File: config.mk
export PLATFORM = sky130hd
export DESIGN_NAME = rv32imf_clock_gate_ctrl_flat
export DESIGN_NICKNAME = d
export VERILOG_FILES = /design/src/rtl/rv32imf_clock_gate_ctrl_if.sv /design/src/rtl/rv32imf_clock_gate_ctrl.sv /design/src/flat_wrapper.sv
export SDC_FILE = /design/constraint.sdc
export NUM_CORES = 1
export LEC_CHECK = 0
export ABC_AREA = 1
export BUFFER_PORTS_ARGS = -buffer_cell sky130_fd_sc_hd__clkbuf_2
export CAP_MARGIN = 20
export CORE_MARGIN = 10
export CORE_UTILIZATION = 48
export CTS_CLUSTER_DIAMETER = 100
export DETAILED_ROUTE_END_ITERATION = 10
export MAX_ROUTING_LAYER = met4
export PLACE_DENSITY = 0.69
export SETUP_SLACK_MARGIN = 0.15
export SLEW_MARGIN = 10
export SYNTH_ARGS = -nofsm -noshare
export SYNTH_HDL_FRONTEND = slang
export SYNTH_SLANG_ARGS = --single-unit
File: constraint.sdc
create_clock -name clk_i -period 2.7 [get_ports clk_i]
set_input_delay 0.135 -clock clk_i [delete_from_list [all_inputs] [get_ports clk_i]]
set_output_delay 0.135 -clock clk_i [all_outputs]
set_load 0.005 [all_outputs]
File: src/rtl/rv32imf_clock_gate_ctrl_if.sv
// ---------------------------------------------------------------------------
// rv32imf_clock_gate_ctrl_if
//
// Bundles the sleep/wake control signals between the requesting units and
// the clock-gate sequencer.
//
//   sleep_en_i  : software permission to gate (e.g. WFI executed)
//   force_en_i  : debug/scan override that keeps the clock running
//   busy_i      : per-unit busy level
//   wake_i      : per-unit wake request level
//   cg_en_o     : enable to the clock gate cell (registered)
//   sleeping_o  : high while gated or waking (registered)
//   wake_ack_o  : one-cycle acknowledge pulse per waker (registered)
//
// master : the requester/system side (drives the *_i signals)
// slave  : the sequencer side (drives the *_o signals)
// ---------------------------------------------------------------------------
interface rv32imf_clock_gate_ctrl_if #(
    parameter int NUM_REQ = 4
);
    logic               sleep_en_i;
    logic               force_en_i;
    logic [NUM_REQ-1:0] busy_i;
    logic [NUM_REQ-1:0] wake_i;
    logic               cg_en_o;
    logic               sleeping_o;
    logic [NUM_REQ-1:0] wake_ack_o;

    modport master (
        output sleep_en_i,
        output force_en_i,
        output busy_i,
        output wake_i,
        input  cg_en_o,
        input  sleeping_o,
        input  wake_ack_o
    );

    modport slave (
        input  sleep_en_i,
        input  force_en_i,
        input  busy_i,
        input  wake_i,
        output cg_en_o,
        output sleeping_o,
        output wake_ack_o
    );
endinterface

File: src/rtl/rv32imf_clock_gate_ctrl.sv
// ---------------------------------------------------------------------------
// rv32imf_clock_gate_ctrl
//
// Sleep/wake sequencer for the core-level clock gate. Runs on the free
// running clock. After the idle condition has held for IDLE_CYCLES it closes
// the gated clock; any wake request, the force override or loss of sleep
// permission reopens it, and after WAKE_CYCLES of running clock the units
// that are still requesting wake get a one-cycle acknowledge.
//
// Ports:
//   clk_i   : free-running (ungated) clock
//   rst_ni  : asynchronous active-low reset; reopens the clock immediately
//   cg_if   : slave side of rv32imf_clock_gate_ctrl_if (sleep_en_i,
//             force_en_i, busy_i, wake_i in; cg_en_o, sleeping_o,
//             wake_ack_o out)
//
// Parameters:
//   NUM_REQ     : number of requester units (1..16)
//   IDLE_CYCLES : consecutive idle cycles before gating (1..255)
//   WAKE_CYCLES : running cycles after re-enable before ack (1..15)
// ---------------------------------------------------------------------------
module rv32imf_clock_gate_ctrl #(
    parameter int NUM_REQ     = 4,
    parameter int IDLE_CYCLES = 8,
    parameter int WAKE_CYCLES = 2
) (
    input  logic                     clk_i,
    input  logic                     rst_ni,
    rv32imf_clock_gate_ctrl_if.slave cg_if
);

    localparam int IW = $clog2(IDLE_CYCLES + 1);
    localparam int WW = $clog2(WAKE_CYCLES + 1);
    localparam logic [IW-1:0] IDLE_LAST = IW'(IDLE_CYCLES - 1);
    localparam logic [WW-1:0] WAKE_LAST = WW'(WAKE_CYCLES - 1);

    typedef enum logic [1:0] {
        ST_RUN       = 2'd0,
        ST_IDLE_WAIT = 2'd1,
        ST_GATED     = 2'd2,
        ST_WAKING    = 2'd3
    } state_e;

    state_e             state_q,    state_d;
    logic [IW-1:0]      idle_cnt_q, idle_cnt_d;
    logic [WW-1:0]      wake_cnt_q, wake_cnt_d;
    // Wakers captured on the WAKING->RUN edge; presented on the ack output
    // one edge later together with the falling sleeping_o.
    logic [NUM_REQ-1:0] ack_pend_q, ack_pend_d;
    logic               cg_en_q,    cg_en_d;
    logic               sleeping_q, sleeping_d;
    logic [NUM_REQ-1:0] wake_ack_q, wake_ack_d;

    logic wake_any;
    logic idle_cond;

    assign wake_any  = |cg_if.wake_i;
    assign idle_cond = cg_if.sleep_en_i & ~cg_if.force_en_i &
                       ~(|cg_if.busy_i) & ~wake_any;

    // ------------------------------------------------------------------
    // State register (all flops). Reset forces the clock back on at once.
    // ------------------------------------------------------------------
    always_ff @(posedge clk_i or negedge rst_ni) begin
        if (!rst_ni) begin
            state_q    <= ST_RUN;
            idle_cnt_q <= '0;
            wake_cnt_q <= '0;
            ack_pend_q <= '0;
            cg_en_q    <= 1'b1;
            sleeping_q <= 1'b0;
            wake_ack_q <= '0;
        end else begin
            state_q    <= state_d;
            idle_cnt_q <= idle_cnt_d;
            wake_cnt_q <= wake_cnt_d;
            ack_pend_q <= ack_pend_d;
            cg_en_q    <= cg_en_d;
            sleeping_q <= sleeping_d;
            wake_ack_q <= wake_ack_d;
        end
    end

    // ------------------------------------------------------------------
    // Next-state logic
    // ------------------------------------------------------------------
    always_comb begin
        state_d    = state_q;
        idle_cnt_d = idle_cnt_q;
        wake_cnt_d = wake_cnt_q;
        ack_pend_d = '0;

        case (state_q)
            ST_RUN: begin
                idle_cnt_d = '0;
                if (idle_cond) begin
                    state_d = ST_IDLE_WAIT;
                end
            end

            ST_IDLE_WAIT: begin
                // Abort wins over the terminal count.
                if (!idle_cond) begin
                    state_d    = ST_RUN;
                    idle_cnt_d = '0;
                end else if (idle_cnt_q == IDLE_LAST) begin
                    state_d    = ST_GATED;
                    idle_cnt_d = '0;
                end else begin
                    idle_cnt_d = idle_cnt_q + IW'(1);
                end
            end

            ST_GATED: begin
                // busy_i is meaningless here: the units have no clock.
                if (wake_any || cg_if.force_en_i || !cg_if.sleep_en_i) begin
                    state_d    = ST_WAKING;
                    wake_cnt_d = '0;
                end
            end

            ST_WAKING: begin
                // Always runs to completion, whatever the inputs do.
                if (wake_cnt_q == WAKE_LAST) begin
                    state_d    = ST_RUN;
                    wake_cnt_d = '0;
                    ack_pend_d = cg_if.wake_i;
                end else begin
                    wake_cnt_d = wake_cnt_q + WW'(1);
                end
            end

            default: begin
                state_d = ST_RUN;
            end
        endcase
    end

    // ------------------------------------------------------------------
    // Output logic: decoded from the current state, then registered.
    // ------------------------------------------------------------------
    always_comb begin
        cg_en_d    = (state_q != ST_GATED);
        sleeping_d = (state_q == ST_GATED) || (state_q == ST_WAKING);
        wake_ack_d = ack_pend_q;
    end

    assign cg_if.cg_en_o    = cg_en_q;
    assign cg_if.sleeping_o = sleeping_q;
    assign cg_if.wake_ack_o = wake_ack_q;

endmodule

File: src/flat_wrapper.sv
// flat-port wrapper written by rule: the top's interface ports become plain ports
module rv32imf_clock_gate_ctrl_flat 
#(
    parameter int NUM_REQ     = 4,
    parameter int IDLE_CYCLES = 8,
    parameter int WAKE_CYCLES = 2
)
  (clk_i, rst_ni, cg_if_sleep_en_i, cg_if_force_en_i, cg_if_busy_i, cg_if_wake_i, cg_if_cg_en_o, cg_if_sleeping_o, cg_if_wake_ack_o);
  rv32imf_clock_gate_ctrl_if #(.NUM_REQ(NUM_REQ)) cg_if_i ();
  input  logic clk_i;
  input  logic rst_ni;
  input wire logic [$bits(cg_if_i.sleep_en_i)-1:0] cg_if_sleep_en_i;
  input wire logic [$bits(cg_if_i.force_en_i)-1:0] cg_if_force_en_i;
  input wire logic [$bits(cg_if_i.busy_i)-1:0] cg_if_busy_i;
  input wire logic [$bits(cg_if_i.wake_i)-1:0] cg_if_wake_i;
  output wire logic [$bits(cg_if_i.cg_en_o)-1:0] cg_if_cg_en_o;
  output wire logic [$bits(cg_if_i.sleeping_o)-1:0] cg_if_sleeping_o;
  output wire logic [$bits(cg_if_i.wake_ack_o)-1:0] cg_if_wake_ack_o;
  assign cg_if_i.sleep_en_i = cg_if_sleep_en_i;
  assign cg_if_i.force_en_i = cg_if_force_en_i;
  assign cg_if_i.busy_i = cg_if_busy_i;
  assign cg_if_i.wake_i = cg_if_wake_i;
  assign cg_if_cg_en_o = cg_if_i.cg_en_o;
  assign cg_if_sleeping_o = cg_if_i.sleeping_o;
  assign cg_if_wake_ack_o = cg_if_i.wake_ack_o;
  rv32imf_clock_gate_ctrl #(.NUM_REQ(NUM_REQ), .IDLE_CYCLES(IDLE_CYCLES), .WAKE_CYCLES(WAKE_CYCLES)) u_core (.clk_i(clk_i), .rst_ni(rst_ni), .cg_if(cg_if_i));
endmodule
==> flow_summary.ini <==
[min_path]
hold_path.class = input pin to flop

[global_route]
grt_use_total_pct = 8.70
grt_max_degree = 19
grt_pass1_wl_um = 2390
antenna_found_initial = 0
gr-total-overflow = 0
grt_pass1_vias = 557

[logic_synthesis]
synth_nets = 97
dominantRegCellSynth = dfrtp_1
synth-seq-area-share_pct = 56.2
synthCells = 84
syn_area_um2 = 803
ys_warn_count = 0
async_flop_share_pct = 100
synth_seq_cells = 18
postSynthAreaPerCell_um2 = 9.56
synth_edf_count = 0
ys_types = 26

[clock_network]
clkTransAtPathRegs_ps = 100
cts_buffer_depth = 2
tritoncts = done
cts.sinks = 18
postCtsSetupBuffers = 0
cts_buffers = 3
cts_max_level = 1
clk_latency_ps = 290
post_cts_resized = 0
cts_root_buffer = clkbuf_4
cts_hold_buf = 1

[placement]
gp_congestion = 0.848
dp_hpwl_um = 1140
post-place-cells = 115
io_buffers = 17

[final_layout]
nFillCells = 130
regArea_um2 = 452
num-nets-final = 118
diodes = 0
finalNonFillerCells = 120
multi_input_area_um2 = 292
area_growth_pct = 17.4
final_cell_mix = 17 x dfrtp_1, 17 x clkbuf_2, 12 x inv_1, 11 x nand2_1
drive_above_1_share_pct = 34.6

[status]
outcome = finished clean

[timing]
fmax_mhz = 735
slew_headroom_pct = 71.8
post-route-min-period_ps = 1360
rsz0062_at_grt = false
setup_viol = 0
post-route-period-util_pct = 50.4
worst_hold_slack_ps = 53.7
final_max_slew_viol_count = 0
hold_violations = 0
clock_skew_ps = 5.21
worst_pin_slew_ps = 423
tns_ps = 0

[pwr]
leakage_nw = 0.503
ir_worst_vdd_mv = 0.334
p_per_area_nw_per_um2 = 584

[route]
via_per_inst = 4.93
wl_um = 1370
wl_met1_um = 617
wl_met3_um = 115
wire_per_inst_um = 11.4
first_pass_iters = 4
drt_iter0_markers = 10
remaining_drc_errors = 0
route.met2.wl_um = 632
num_vias = 592
highest_layer = met3
drt.antenna.violating_nets = 0

[setup_path]
worstSetupStartpointType = flop
arrival_ps = 1550
endpoint_kind = flop
cp.required_ps = 2890
path_max_fanout = 4
path_class = flop to flop

[die]
fp.dieW_um = 60.9
start_util_pct = 52.1
core_area_um2 = 1540
die-area_um2 = 3710
dieHeight_um = 60.9
io_pins = 18
rows = 14

[flow_run]
timing.max_cap.violations = 0
## cell families (layout without fill, tap and decap cells)
logic type | Yosys count | in the layout | share of synthesized area, %
simple gates | 40 | 40 | 26.2
xor+xnor | 1 | 1 | 1.09
fa+ha+maj | 1 | 1 | 1.56
compound gates | 9 | 9 | 7.48
flops | 18 | 18 | 56.2
buf+inv | 15 | 35 | 7.48
## layout make-up
cell class	count	area share, %
sequential	18	47.9
multi-input combinational	51	30.9
timing repair buffer	18	10.1
inverter	13	5.17
clock buffer	4	3.85
tap	16	2.12
## Yosys cell counts, drive strengths merged, types with 3 or more instances
cell   instances  area (µm²)
dfrtp         17         425
nand2         17        78.8
inv           13        48.8
nor2          11        63.8
nand3          6        35.0
nor3           4        20.0
o21ai          3        18.8
## critical path: stages (launching register included)
cell     delay, ps
dfrtp_1        400
ha_1           210
nand2_2         70
o21ai_2        150
nand3_2         90
nand2_2         90
nand3_1         90
and2_1         160
## state kept, by name, indices dropped and copies added, names as in the netlist, named ones only
signal and flops:
u_core.ack_pend_q 4, u_core.cg_if.cg_en_o 1, u_core.cg_if.sleeping_o 1, u_core.cg_if.wake_ack_o 4
u_core.idle_cnt_q 4, u_core.state_q 1, u_core.wake_cnt_q 2
## power breakdown
group / switching (mW) / internal (mW) / leakage (nW)
clock: 0.0786 / 0.0822 / 0.0210
combinational: 0.0594 / 0.0374 / 0.242
sequential: 0.0130 / 0.280 / 0.241
total: 0.151 / 0.400 / 0.503
## routing by layer
metal | vias to the layer above | GRT usage (%)
li1 | 306 | -
met1 | 271 | 9.82
met2 | 15 | 13.2
met3 | 0 | 4.18
met4 | 0 | 2.82
met5 | - | -
## path summary, 6_finish.rpt
| check | to | slack [ps] | from | cells after the start |
|---|---|---|---|---|
| worst max-delay path | u_core.state_q[0] | 1340 | u_core.idle_cnt_q[0] | 7 |
| worst min-delay path | u_core.ack_pend_q[1] | 50 | cg_if_wake_i[1] | 3 |
| worst max register to register | u_core.state_q[0] | 1340 | u_core.idle_cnt_q[0] | 7 |
| worst min register to register | u_core.cg_if.wake_ack_o[1] | 350 | u_core.ack_pend_q[1] | 0 |
| max in group asynchronous | u_core.cg_if.cg_en_o | 2070 | rst_ni | 2 |
| min in group asynchronous | u_core.ack_pend_q[3] | 300 | rst_ni | 2 |
## metrics by stage
stage	power, mW	setup slack [ps]	util, %	cell area (µm²)
2_1_floorplan	0.369	1440	-	803
3_3_place_gp	0.394	1400	58.2	897
3_5_place_dp	0.396	1360	58.2	897
4_1_cts	0.558	1340	61.2	943
5_1_grt	0.587	1210	61.2	943
6_report	0.551	1340	61.2	943
No activity file was read; power rests on OpenSTA's default activity.
